--- config.mk ---
export PLATFORM = sky130hd
export DESIGN_NAME = debounce_bank
export DESIGN_NICKNAME = d
export VERILOG_FILES = /design/src/rtl/debounce_bank.sv
export SDC_FILE = /design/constraint.sdc
export NUM_CORES = 1
export LEC_CHECK = 0
export CAP_MARGIN = 40
export CORE_ASPECT_RATIO = 0.9
export CORE_MARGIN = 2
export CORE_UTILIZATION = 55
export CTS_CLUSTER_DIAMETER = 80
export DETAILED_ROUTE_END_ITERATION = 8
export PLACE_DENSITY_LB_ADDON = 0.15
export SLEW_MARGIN = 20
export SYNTH_ARGS = -nofsm -noshare
export SYNTH_HDL_FRONTEND = slang
export SYNTH_HIERARCHICAL = 1
export SYNTH_SLANG_ARGS = --single-unit
--- constraint.sdc ---
create_clock -name clk -period 2.76 [get_ports clk]
set_input_delay 0.552 -clock clk [delete_from_list [all_inputs] [get_ports clk]]
set_output_delay 0.552 -clock clk [all_outputs]
set_load 0.005 [all_outputs]
--- src/rtl/debounce_bank.sv ---
// Bank of independent button debouncers with press/release edge pulses and auto-repeat.
// `release` is a reserved word, so the release pulse port is named rel.
`timescale 1ns/1ps

module debounce_lane #(
  parameter int CNT_W        = 10,
  parameter int STABLE_TICKS = 20,
  parameter int REPEAT_DELAY = 500,
  parameter int REPEAT_RATE  = 100,
  parameter int INV_IN       = 0
) (
  input  logic clk,
  input  logic reset,
  input  logic tick,
  input  logic noisy,
  input  logic repeat_en,
  output logic level,
  output logic press,
  output logic rel,
  output logic rpt
);
  typedef enum logic [1:0] {RELEASED, PRESS_WAIT, PRESSED, RELEASE_WAIT} state_t;

  localparam logic             INV        = (INV_IN != 0);
  localparam logic [CNT_W-1:0] ST_LAST    = CNT_W'(STABLE_TICKS - 1);
  localparam logic [CNT_W-1:0] DELAY_LAST = CNT_W'(REPEAT_DELAY - 1);
  localparam logic [CNT_W-1:0] RATE_LAST  = CNT_W'(REPEAT_RATE - 1);

  logic [1:0]       sync;
  logic             s;
  state_t           state, state_nx;
  logic [CNT_W-1:0] cnt, cnt_nx, rcnt, rcnt_nx;
  logic             rphase, rphase_nx, rpt_nx, level_nx;

  always_ff @(posedge clk or negedge reset)
    if (!reset) sync <= '0;
    else        sync <= {sync[0], noisy ^ INV};

  assign s = sync[1];

  always_comb begin
    state_nx  = state;
    cnt_nx    = cnt;
    rcnt_nx   = rcnt;
    rphase_nx = rphase;
    rpt_nx    = 1'b0;
    case (state)
      RELEASED:
        if (s) begin
          state_nx = PRESS_WAIT;
          cnt_nx   = '0;
        end
      PRESS_WAIT:
        if (!s) state_nx = RELEASED;
        else if (tick) begin
          if (cnt == ST_LAST) begin
            state_nx  = PRESSED;
            rcnt_nx   = '0;
            rphase_nx = 1'b0;
          end else cnt_nx = cnt + 1'b1;
        end
      PRESSED:
        if (!s) begin
          state_nx = RELEASE_WAIT;
          cnt_nx   = '0;
        end else if (!repeat_en) begin
          rcnt_nx   = '0;
          rphase_nx = 1'b0;
        end else if (tick) begin
          // rphase=0 waits out the initial delay, rphase=1 runs at the repeat rate
          if (rcnt == (rphase ? RATE_LAST : DELAY_LAST)) begin
            rpt_nx    = 1'b1;
            rcnt_nx   = '0;
            rphase_nx = 1'b1;
          end else rcnt_nx = rcnt + 1'b1;
        end
      RELEASE_WAIT:
        if (s) state_nx = PRESSED;
        else if (tick) begin
          if (cnt == ST_LAST) state_nx = RELEASED;
          else                cnt_nx   = cnt + 1'b1;
        end
      default: state_nx = RELEASED;
    endcase
  end

  assign level_nx = (state_nx == PRESSED) || (state_nx == RELEASE_WAIT);

  always_ff @(posedge clk or negedge reset)
    if (!reset) begin
      state  <= RELEASED;
      cnt    <= '0;
      rcnt   <= '0;
      rphase <= 1'b0;
      level  <= 1'b0;
      press  <= 1'b0;
      rel    <= 1'b0;
      rpt    <= 1'b0;
    end else begin
      state  <= state_nx;
      cnt    <= cnt_nx;
      rcnt   <= rcnt_nx;
      rphase <= rphase_nx;
      level  <= level_nx;
      press  <= level_nx & ~level;
      rel    <= ~level_nx & level;
      rpt    <= rpt_nx;
    end
endmodule

module debounce_bank #(
  parameter int N_CH         = 5,
  parameter int CNT_W        = 10,
  parameter int STABLE_TICKS = 20,
  parameter int REPEAT_DELAY = 500,
  parameter int REPEAT_RATE  = 100,
  parameter int INV_IN       = 0
) (
  input  logic            clk,
  input  logic            reset,
  input  logic            tick,
  input  logic [N_CH-1:0] noisy,
  input  logic [N_CH-1:0] repeat_en,
  output logic [N_CH-1:0] level,
  output logic [N_CH-1:0] press,
  output logic [N_CH-1:0] rel,
  output logic [N_CH-1:0] rpt
);
  debounce_lane #(
    .CNT_W(CNT_W), .STABLE_TICKS(STABLE_TICKS), .REPEAT_DELAY(REPEAT_DELAY),
    .REPEAT_RATE(REPEAT_RATE), .INV_IN(INV_IN)
  ) u_lane [N_CH-1:0] (
    .clk      (clk),
    .reset    (reset),
    .tick     (tick),
    .noisy    (noisy),
    .repeat_en(repeat_en),
    .level    (level),
    .press    (press),
    .rel      (rel),
    .rpt      (rpt)
  );
endmodule

# --- After elaboration in Yosys (flattened, before gate mapping) ---
# Cells that the tools add are included.
classes:
  add_sub_neg: 10
  eq_ne: 80
  muxes: 190
  bitwise_logic: 20
  n_reduce_logical: 30
ops:
  columns: ["operator", "n"]
  rows:
  - ["10-bit 2-to-1 mux", 65]
  - ["10-bit case mux with 4 select lines", 5]
  - ["10-bit by 1-bit adder with 10-bit output, second input constant", 10]
  - ["10-bit case mux with 2 select lines", 5]
  - ["2-bit 2-to-1 mux", 40]
  - ["1-bit 2-to-1 mux", 60]
  - ["10-bit equality test", 5]
  - ["10-bit by 5-bit equality test with 1-bit output, second input constant", 5]
  - ["9-bit 2-to-1 mux", 5]
  - ["2-bit equality test, second input constant", 20]
  - ["2-bit by 1-bit inequality test with 1-bit output, second input constant", 20]
  - ["2-bit case mux with 4 select lines", 5]
  - ["7-bit AND reduction", 5]
  - ["2-bit inequality test, second input constant", 15]
  - ["6-bit AND reduction", 5]
  - ["4-bit AND reduction", 5]
  - ["3-bit by 2-bit inequality test with 1-bit output, second input constant", 5]
  - ["3-bit inequality test, second input constant", 5]
  - ["1-bit AND", 10]
  - ["2-bit by 1-bit equality test with 1-bit output, second input constant", 5]
  - ["2-bit zero test", 5]
  - ["1-bit NOT", 10]
  - ["1-bit case mux with 2 select lines", 5]
  - ["2-bit nonzero test", 5]
  - ["1-bit logical OR", 5]
word_totals:
  regBits: 145
  inputBits: 13
  out_inout_bits: 20
  elab_cells: 375

# --- Longest topological paths before layout ---
# Gate-level depths: netlist of the first run.
logic_depth:
  ltp_word: 9
  ltp_mapped: 7
  depth_no_buf: 6

# --- Cells and area by module ---
# The synthesis of the first run kept the hierarchy.
by_module_without_submodules:
  columns: ["mod", "n_inst", "cells_per_inst", "area_each_um2", "seq_area_each_um2"]
  rows:
  - ["debounce_lane (u_lane[0] ...)", 2, 158, 1566.5, 700.7]
  - ["debounce_lane (u_lane[3])", 1, 177, 1619.1, 725.7]
  - ["debounce_lane (u_lane[2])", 1, 170, 1605.3, 725.7]
  - ["debounce_lane (u_lane[4])", 1, 172, 1604.0, 725.7]

# --- Worst setup path before layout of the first run ---
# OpenSTA, ideal clock, no wires.
synth_timing:
  path_type: "reg2reg"
  start: "register u_lane[0].cnt[2]"
  end: "register u_lane[0].rcnt[5]"
  setup_time_ns: 0.126
  t_arrival_ns: 2.033
  required_ns: 2.634
  path_slack_ns: 0.601
  stages_incl_launch_ff: 6
  path_buffers: 0
  period_less_slack_ns: 2.159
  cell_sequence: "dfrtp_1 or4b_4 or4_4 inv_2 nor2_2 a221o_1"
synth_between:
  elab_chain_len: 3
synth_rtl:
  columns: ["item", "line", "source"]
  rows:
  - ["from (decl)", "32", "logic [CNT_W-1:0] cnt, cnt_nx, rcnt, rcnt_nx;"]
  - ["from (signal assigned)", "101", "cnt <= cnt_nx;"]
  - ["10-bit by 5-bit equality test with 1-bit output", "56", "if (cnt == ST_LAST) begin"]
  - ["2-bit by 1-bit inequality test with 1-bit output (no line)", null, null]
  - ["6-bit AND reduction (no line)", null, null]
  - ["to (signal assigned)", "102", "rcnt <= rcnt_nx;"]
  - ["to (decl)", "32", null]
# No other way between the ends.
# A chain may end at the register's enable or synchronous reset.

# --- Worst setup path in the final report of the first run ---
layout_timing:
  start: "register u_lane[1].cnt[2]"
  end: "register u_lane[1].rcnt[6]"
layout_between:
  elab_chain_len: 3
layout_rtl:
  columns: ["item", "line"]
  rows:
  - ["from (decl)", "32"]
  - ["from (signal assigned)", "101"]
  - ["10-bit by 5-bit equality test with 1-bit output", "56"]
  - ["2-bit by 1-bit inequality test with 1-bit output (no line)", null]
  - ["6-bit AND reduction (no line)", null]
  - ["to (signal assigned)", "102"]
  - ["to (decl)", "32"]
# No other way between the ends.

==> results_dict.tcl, run 1 <==
set metrics [dict create \
    power_frac_clock_pct 41.9 \
    fmaxAchievable_mhz 420 \
    finalSetupViolCount 0 \
    initial_core_util_pct 56.4 \
    io_pins 33 \
    leakagePower_uw 0.00375 \
    via_per_inst 6.25 \
    critPathLaunchType "flop" \
    num_rows 41 \
    wirelength_mm 17.3 \
    drv_cap 0 \
    fp.dieW_um 131 \
    diodes 0 \
    drc 0 \
    path_clk_slew_ps 60 \
    combPwrFrac_pct 11.8 \
    first_iter_violations 441 \
    fin_setup_tns_ps 0 \
    synth_xor_area_share_pct 0.770 \
    cts_resized 0 \
    critical_path_class "reg2reg" \
    p_int_uw 4060 \
    finalInstanceArea_sq_um 9120 \
    grt_max_degree 66 \
    layout_commonest_cell "dfrtp_1" \
    synth_top_family_by_area "simple AND/OR/NAND/NOR gates" \
    dp_slack_ps 202 \
    area_growth_pct 14.6 \
    critPathTopFamily "simple AND/OR/NAND/NOR gates" \
    cts_max_level 4 \
    dpl.hpwl_mm 11.9 \
    grt_first_pass_wirelength_mm 29.8 \
    yosysWarnings 6 \
    antenna_found_initial 0 \
    place_inst 1041 \
    syn_area_sq_um 7960 \
    setup_ws_ps 377 \
    p_per_area_nw_per_um2 609 \
    cts_root_buffer "clkbuf_16" \
    core_sq_um 14100 \
    cts_buffer_depth 2 \
    worstSkewPairLatency_ps 420 \
    crit_fanout 10 \
    drive_gt1_share_pct 9.63 \
    overflow 0 \
    synth_cells 835 \
    cts_tree "done" \
    synthFlopType "dfrtp_1" \
    hold_class "reg2reg" \
    yosysSeqAreaShare_pct 44.9 \
    port_buffers 32 \
    max_stage_delay_ps 600 \
    async_flop_share_pct 100 \
    synth-edff-count 0 \
    ant_nets 0 \
    synth_nets 858 \
    synthSimpleGateAreaFrac_pct 27.8 \
    ir_worst_vdd_mv 0.475 \
    cts.sinks 143 \
    cts_buffers 17 \
    die_y_um 118 \
    rsz0062_at_grt "false" \
    slew_headroom_pct 51.1 \
    critical_path.slowest_cell "or4b_4" \
    finalNetCount 893 \
    synth_seq_cells 143 \
    synth_mux_area_share_pct 3.52 \
    wl_per_cell_um 16.1 \
    switchingPower_uw 1500 \
    p_total_uw 5560 \
    final_cell_mix "dfrtp_1, nand2_1, o21ai_0" \
    placed_cell_area_sq_um 8480 \
    syn-mean-instance-area_sq_um 9.53 \
    power_switching_share_pct 27.0 \
    fin_crit_ps 2380 \
    rrSetupSlack_ps 380 \
    cp-end-kind "flop" \
    slew_viol_final 0 \
    fin_cells 1076 \
    skew_ps 6.18 \
    ctsHoldBuffers 1 \
    synth_compound_area_share_pct 18.0 \
    finalHoldViolCount 0 \
    dr.pass1.iters 5 \
    cts_setup_buffers 0 \
    arrival_ps 2740 \
    grt_usage_pct 23.6 \
    fp.dieArea_sq_um 15500 \
    critPathBufInv 0 \
    synth-adder-area-share_pct 1.57 \
    period_share_pct 86.4 \
    crit_required_ps 3110 \
    grt_pass1_vias 6276 \
    routabilityCongestion 0.889 \
    timing.critical_path.cells "or4b_4, or4_4, a211oi_4, a221o_1" \
    status "completed" \
    vias 6728 \
    yosysUniqueCellTypes 73 \
    worstMarginPinSlew_ps 733 \
    seqPwrFrac_pct 46.4 \
]
## final cells by class
cell class | count | area, sq um
clock buffers | 24 | 512
clock inverters | 8 | 103
fillers | 1105 | 4990
inverters | 24 | 90.1
multi-input cells | 633 | 4120
flip-flops and latches | 143 | 3580
well taps | 193 | 241
repair buffers | 51 | 479
## logic make-up (layout without fill, tap and decap cells)
family,count (synthesis),count (layout)
AO/OA/AOI/OAI,201,201
buffers and inverters,59,107
adder cells (fa/ha/maj),10,10
flip-flops,143,143
XOR/XNOR,7,7
multiplexers,27,27
AND/OR/NAND/NOR,388,388
## layer usage
layer	wire length, um	global-route usage [%]	vias up	part of all wire (%)
met3	769	4.89	19	4.4
met5	0	0	-	0
met2	8210	36.4	178	47
li1	-	-	3236	-
met1	8130	33.5	3295	47
met4	227	7.51	0	1.3
## worst paths after layout
path	startpoint	end	cells past startpoint
min in group asynchronous	reset	u_lane[2]/rcnt[5]	2
worst min register to register	u_lane[2]/sync[0]	u_lane[2]/sync[1]	0
worst max register to register	u_lane[1]/cnt[2]	u_lane[1]/rcnt[6]	4
worst max-delay path	u_lane[1]/cnt[2]	u_lane[1]/rcnt[6]	4
max in group asynchronous	reset	u_lane[2]/cnt[7]	3
worst min-delay path	u_lane[2]/sync[0]	u_lane[2]/sync[1]	0
## metrics by stage
stage          hold slack, ps  utilization [%]
2_1_floorplan             256                -
3_3_place_gp              334             60.1
3_5_place_dp              343             60.1
4_1_cts                   358             64.5
5_1_grt                   358             64.7
6_report                  353             64.7
## state kept, by name, indices dropped and copies added (netlist names)
signal         flops
u_lane/state       8
u_lane/rel         5
u_lane/press       5
u_lane/rphase      5
u_lane/sync       10
u_lane/cnt        50
u_lane/rcnt       50
u_lane/rpt         5
u_lane/level       5
## cell usage after synthesis (all sizes together), types with 11 or more instances
| master | n | area, sq um |
|---|---|---|
| dfrtp | 143 | 3580 |
| nand2 | 87 | 327 |
| o21ai | 79 | 395 |
| nand3 | 62 | 315 |
| nor3 | 36 | 180 |
| nor2 | 35 | 136 |
| nand4 | 27 | 169 |
| clkbuf | 24 | 92.6 |
| inv | 24 | 90.1 |
| o211ai | 21 | 168 |
| nand2b | 20 | 125 |
| mux2i | 19 | 190 |
| and3 | 16 | 100 |
| a21oi | 15 | 75.1 |
| and2 | 13 | 81.3 |
| nor4 | 13 | 81.3 |
| a221o | 11 | 110 |
| a31oi | 11 | 68.8 |
| buf | 11 | 82.6 |
| o31ai | 11 | 82.6 |
## power by group through the flow
stage	sequential [uW]	clock (uW)	combinational (uW)
after floorplan	2520	0	482
after global placement	2580	0	622
after detailed placement	2600	0	653
after CTS	2570	2380	657
after global routing	2610	2480	744
final	2580	2330	654
Note: power is estimated with default switching activity, not from simulation.
==> inputs of run 2 (changes only) <==
- ABC_AREA: not set -> 1
==> results_dict.tcl, run 2 <==
set metrics [dict create \
    status "completed" \
    fin_cells 1561 \
    routabilityCongestion 0.899 \
    timing.critical_path.cells "clkdlybuf4s50_1" \
    synthFlopType "dfrtp_1" \
    rsz0062_at_grt "false" \
    synth_seq_cells 143 \
    ir_worst_vdd_mv 0.477 \
    p_per_area_nw_per_um2 500 \
    drv_cap 0 \
    critical_path_class "reg2out" \
    critPathTopFamily "buffers and inverters" \
    crit_required_ps 2210 \
    synth_nets 1318 \
    drive_gt1_share_pct 8.86 \
    antenna_found_initial 0 \
    critPathLaunchType "flop" \
    fp.dieW_um 139 \
    dpl.hpwl_mm 13.6 \
    finalNetCount 1364 \
    wirelength_mm 19.1 \
    vias 8066 \
    yosysWarnings 6 \
    fin_crit_ps 1990 \
    synth.most_common_cell "nand2_1" \
    cts_root_buffer "clkbuf_16" \
    fmaxAchievable_mhz 502 \
    overflow 0 \
    cp-startpoint "u_lane[0]/level" \
    drc 0 \
    skew_ps 6.90 \
    path_clk_slew_ps 60 \
    worstSkewPairLatency_ps 410 \
    wl_per_cell_um 12.2 \
    async_flop_share_pct 100 \
    cp-end-kind "output pin" \
    worstReg2RegStart "u_lane[3]/cnt[0]" \
    diodes 0 \
    cts_buffer_depth 2 \
    synthTopCellsByArea "dfrtp_1, nand2_1, nand3_1" \
    layout_commonest_cell "nand2_1" \
    arrival_ps 1440 \
    hold_class "in2async" \
    synth_common_cells "nand2_1, nand3_1, inv_1, dfrtp_1, nor2_1" \
    fin_setup_tns_ps 0 \
    port_buffers 32 \
    yosysUniqueCellTypes 33 \
    finalHoldViolCount 0 \
    period_share_pct 72.1 \
    cts.sinks 143 \
    yosys.area.top_type "dfrtp_1" \
    fp.dieArea_sq_um 17400 \
    ant_nets 0 \
    cts_buffers 17 \
    final_cell_mix "nand2_1, nand3_1, inv_1" \
    leakagePower_uw 0.00489 \
    via_per_inst 5.17 \
    grt_usage_pct 22.8 \
    critical_path.slowest_cell "clkdlybuf4s50_1" \
    syn_area_sq_um 8990 \
    crit_fanout 5 \
    synth-edff-count 0 \
    grt_max_degree 56 \
    synth_cells 1295 \
    dr.pass1.iters 5 \
    grt_first_pass_wirelength_mm 33.5 \
    area_growth_pct 13.2 \
    place_inst 1529 \
    cts_resized 0 \
    io_pins 33 \
    core_sq_um 16100 \
    cts_max_level 4 \
    worstMarginPinSlew_ps 530 \
    utilization_pct 63.3 \
    first_iter_violations 561 \
    initial_core_util_pct 55.9 \
    finalSetupViolCount 0 \
    top_regs "u_lane/cnt x50, u_lane/rcnt x50, u_lane/sync x10" \
    die_y_um 125 \
    syn-mean-instance-area_sq_um 6.94 \
    ctsHoldBuffers 0 \
    grt_pass1_vias 7384 \
    critPathBufInv 1 \
    max_stage_delay_ps 550 \
    yosysSeqAreaShare_pct 39.8 \
    cts_setup_buffers 0 \
    slew_headroom_pct 64.7 \
    num_rows 44 \
    cts_tree "done" \
    synth_top_cell_area_share_pct 39.8 \
    slew_viol_final 0 \
]
## run 2: per-layer routing
metal,GRT usage (%),vias up,part of all wire (%)
li1,-,4219,-
met1,32.0,3703,50
met2,36.7,133,46
met3,4.02,11,3.9
met4,6.48,0,0.57
met5,0,-,0
## run 2: cells by family (layout without fill, tap and decap cells)
family	count (synthesis)	count (layout)	synth area share [%]
simple gates	863	863	42.4
buf+inv	179	238	8.59
flops	143	143	39.8
compound gates	70	70	4.86
xor+xnor	30	30	2.92
fa+ha+maj	10	10	1.39
## run 2: worst paths after layout
kind                                endpoint  slack [ps]  depth (start not counted)
min in group clk           u_lane[1]/sync[1]         350                          0
min                         u_lane[3]/cnt[7]         100                          1
max in group asynchronous   u_lane[0]/cnt[7]        2020                          2
max reg2reg                  u_lane[3]/press         870                          5
max                                 level[0]         770                          1
min reg2reg                u_lane[1]/sync[1]         350                          0
## run 2: report_power, final
| group | switching, uW | leakage [uW] | internal [uW] |
|---|---|---|---|
| Combinational | 238 | 0.00274 | 122 |
| Sequential | 83.2 | 0.00184 | 2160 |
| Clock | 882 | 0.000312 | 1610 |
## run 2: final cells by class
| class | instances | area, sq um |
|---|---|---|
| fillers | 1479 | 5900 |
| clock buffers | 19 | 433 |
| inverters | 171 | 677 |
| repair buffers | 35 | 382 |
| flip-flops and latches | 143 | 3580 |
| well taps | 207 | 259 |
| clock inverters | 13 | 211 |
| multi-input cells | 973 | 4640 |
## run 2: metrics by stage
stage	hold slack (ps)	power (uW)	worst slack (ps)	cell area, sq um
floorplan	256	2490	1250	8990
global placement	334	2630	549	9530
detailed placement	335	2640	511	9530
CTS	114	5150	742	10200
global route	130	5320	667	10200
finish	95.4	5090	769	10200
==> inputs of run 3 (changes only) <==
- clock period: 2.76 -> 1.8 ns (I/O delays scaled with it)
==> results_dict.tcl, run 3 (synthesis results as in run 2) <==
set metrics [dict create \
    status "completed" \
    cp-startpoint "u_lane[0]/level" \
    min_from "u_lane[3]/sync[0]" \
    io_pins 33 \
    leakagePower_uw 0.00508 \
    fp.dieW_um 139 \
    timing.critical_path.cells "clkdlybuf4s50_1" \
    slew_viol_final 0 \
    critical_path_class "reg2out" \
    max_stage_delay_ps 520 \
    wirelength_mm 20.1 \
    path_clk_slew_ps 60 \
    cts_max_level 4 \
    grt_usage_pct 24.2 \
    rrSetupSlack_ps 110 \
    skew_ps 16.8 \
    critPathLaunchType "flop" \
    r2r_cells 8 \
    drc 0 \
    finalHoldViolCount 0 \
    num_rows 44 \
    critical_path.slowest_cell "clkdlybuf4s50_1" \
    routabilityCongestion 0.885 \
    ant_nets 0 \
    critPathBufInv 1 \
    path_depth 1 \
    slew_headroom_pct 66.4 \
    dr.pass1.iters 5 \
    cp-end-kind "output pin" \
    top_regs "u_lane/cnt x50, u_lane/rcnt x50, u_lane/sync x10" \
    overflow 0 \
    drive_gt1_share_pct 12.8 \
    period_share_pct 96.5 \
    wl_per_cell_um 12.5 \
    initial_core_util_pct 55.9 \
    reg2reg_to "u_lane[2]/cnt[2]" \
    finalNetCount 1414 \
    fin_crit_ps 1740 \
    grt_first_pass_wirelength_mm 35.3 \
    port_buffers 32 \
    cts_buffer_depth 2 \
    antenna_found_initial 0 \
    first_iter_violations 476 \
    die_y_um 125 \
    cts_tree "done" \
    worstReg2RegStart "u_lane[2]/cnt[0]" \
    crit_required_ps 1440 \
    grt_max_degree 49 \
    p_per_area_nw_per_um2 712 \
    hold_class "reg2reg" \
    grt_pass1_vias 7755 \
    arrival_ps 1380 \
    holdPathStages 0 \
    cts_root_buffer "clkbuf_16" \
    crit_fanout 5 \
    cts_setup_buffers 0 \
    core_sq_um 16100 \
    p_total_uw 7500 \
    critPathTopFamily "buffers and inverters" \
    rsz0062_at_grt "true" \
    cts.sinks 143 \
    dpl.hpwl_mm 14.6 \
    finalSetupViolCount 0 \
    final_cell_mix "nand2_1, nand3_1, inv_1" \
    worstMarginPinSlew_ps 504 \
    whs_endpoint "u_lane[3]/sync[1]" \
    cts_buffers 17 \
    fp.dieArea_sq_um 17400 \
    place_inst 1578 \
    via_per_inst 5.17 \
    layout_commonest_cell "nand2_1" \
    ir_worst_vdd_mv 0.673 \
    fmaxAchievable_mhz 576 \
    fin_cells 1610 \
    worstSkewPairLatency_ps 420 \
    diodes 0 \
    drv_cap 0 \
    vias 8320 \
    area_growth_pct 17.2 \
]
==> run 3: per-layer routing <==
| layer | routed length (um) | track usage (%) | part of all wire (%) | up-vias |
|---|---|---|---|---|
| li1 | - | - | - | 4317 |
| met1 | 9970 | 34.6 | 50 | 3847 |
| met2 | 9260 | 38.1 | 46 | 142 |
| met3 | 726 | 4.56 | 3.6 | 14 |
| met4 | 136 | 6.36 | 0.68 | 0 |
| met5 | 0 | 0 | 0 | - |
==> run 3: final cells by class <==
cell class / instances / area, sq um
Clock buffer: 22 / 454
Clock inverter: 9 / 113
Fill cell: 1443 / 5540
Inverter: 171 / 677
Multi-Input combinational cell: 973 / 4680
Sequential cell: 143 / 3580
Tap cell: 207 / 259
Timing Repair Buffer: 85 / 772
==> run 3: repair_timing <==
item                       CTS  global route
gates cloned                 0             0
hold endpoints to repair    44             0
hold buffers                 1             0
setup endpoints to repair    1            41
resized for setup            1            14
==> run 3: worst max path at each step <==
stage                              to  slack, ps
finish                       level[0]         60
global route         u_lane[2]/cnt[2]        -30
CTS                          level[1]         10
detailed placement   u_lane[2]/cnt[2]       -110
global placement     u_lane[3]/cnt[2]        -60
floorplan           u_lane[0]/rcnt[2]        290
==> run 3: where the power goes <==
group | leakage [uW] | switching (uW) | internal (uW) | total [uW]
Clock | 0.000262 | 1340 | 2070 | 3400
Combinational | 0.00298 | 419 | 263 | 682
Sequential | 0.00184 | 107 | 3310 | 3410
Total | 0.00508 | 1860 | 5640 | 7500
==> run 3: stage by stage <==
stage                     TNS [ps]  cell area [sq um]  utilization (%)  hold WS [ps]  worst slack (ps)
after floorplan                  0               8990                -          64.4               294
after global placement       -1510               9910             61.7           333             -64.1
after detailed placement     -2860               9910             61.7           336              -108
after CTS                        0              10500             65.3           349              11.6
after global routing         -72.0              10500             65.5           355             -30.5
final                            0              10500             65.5           348              63.0
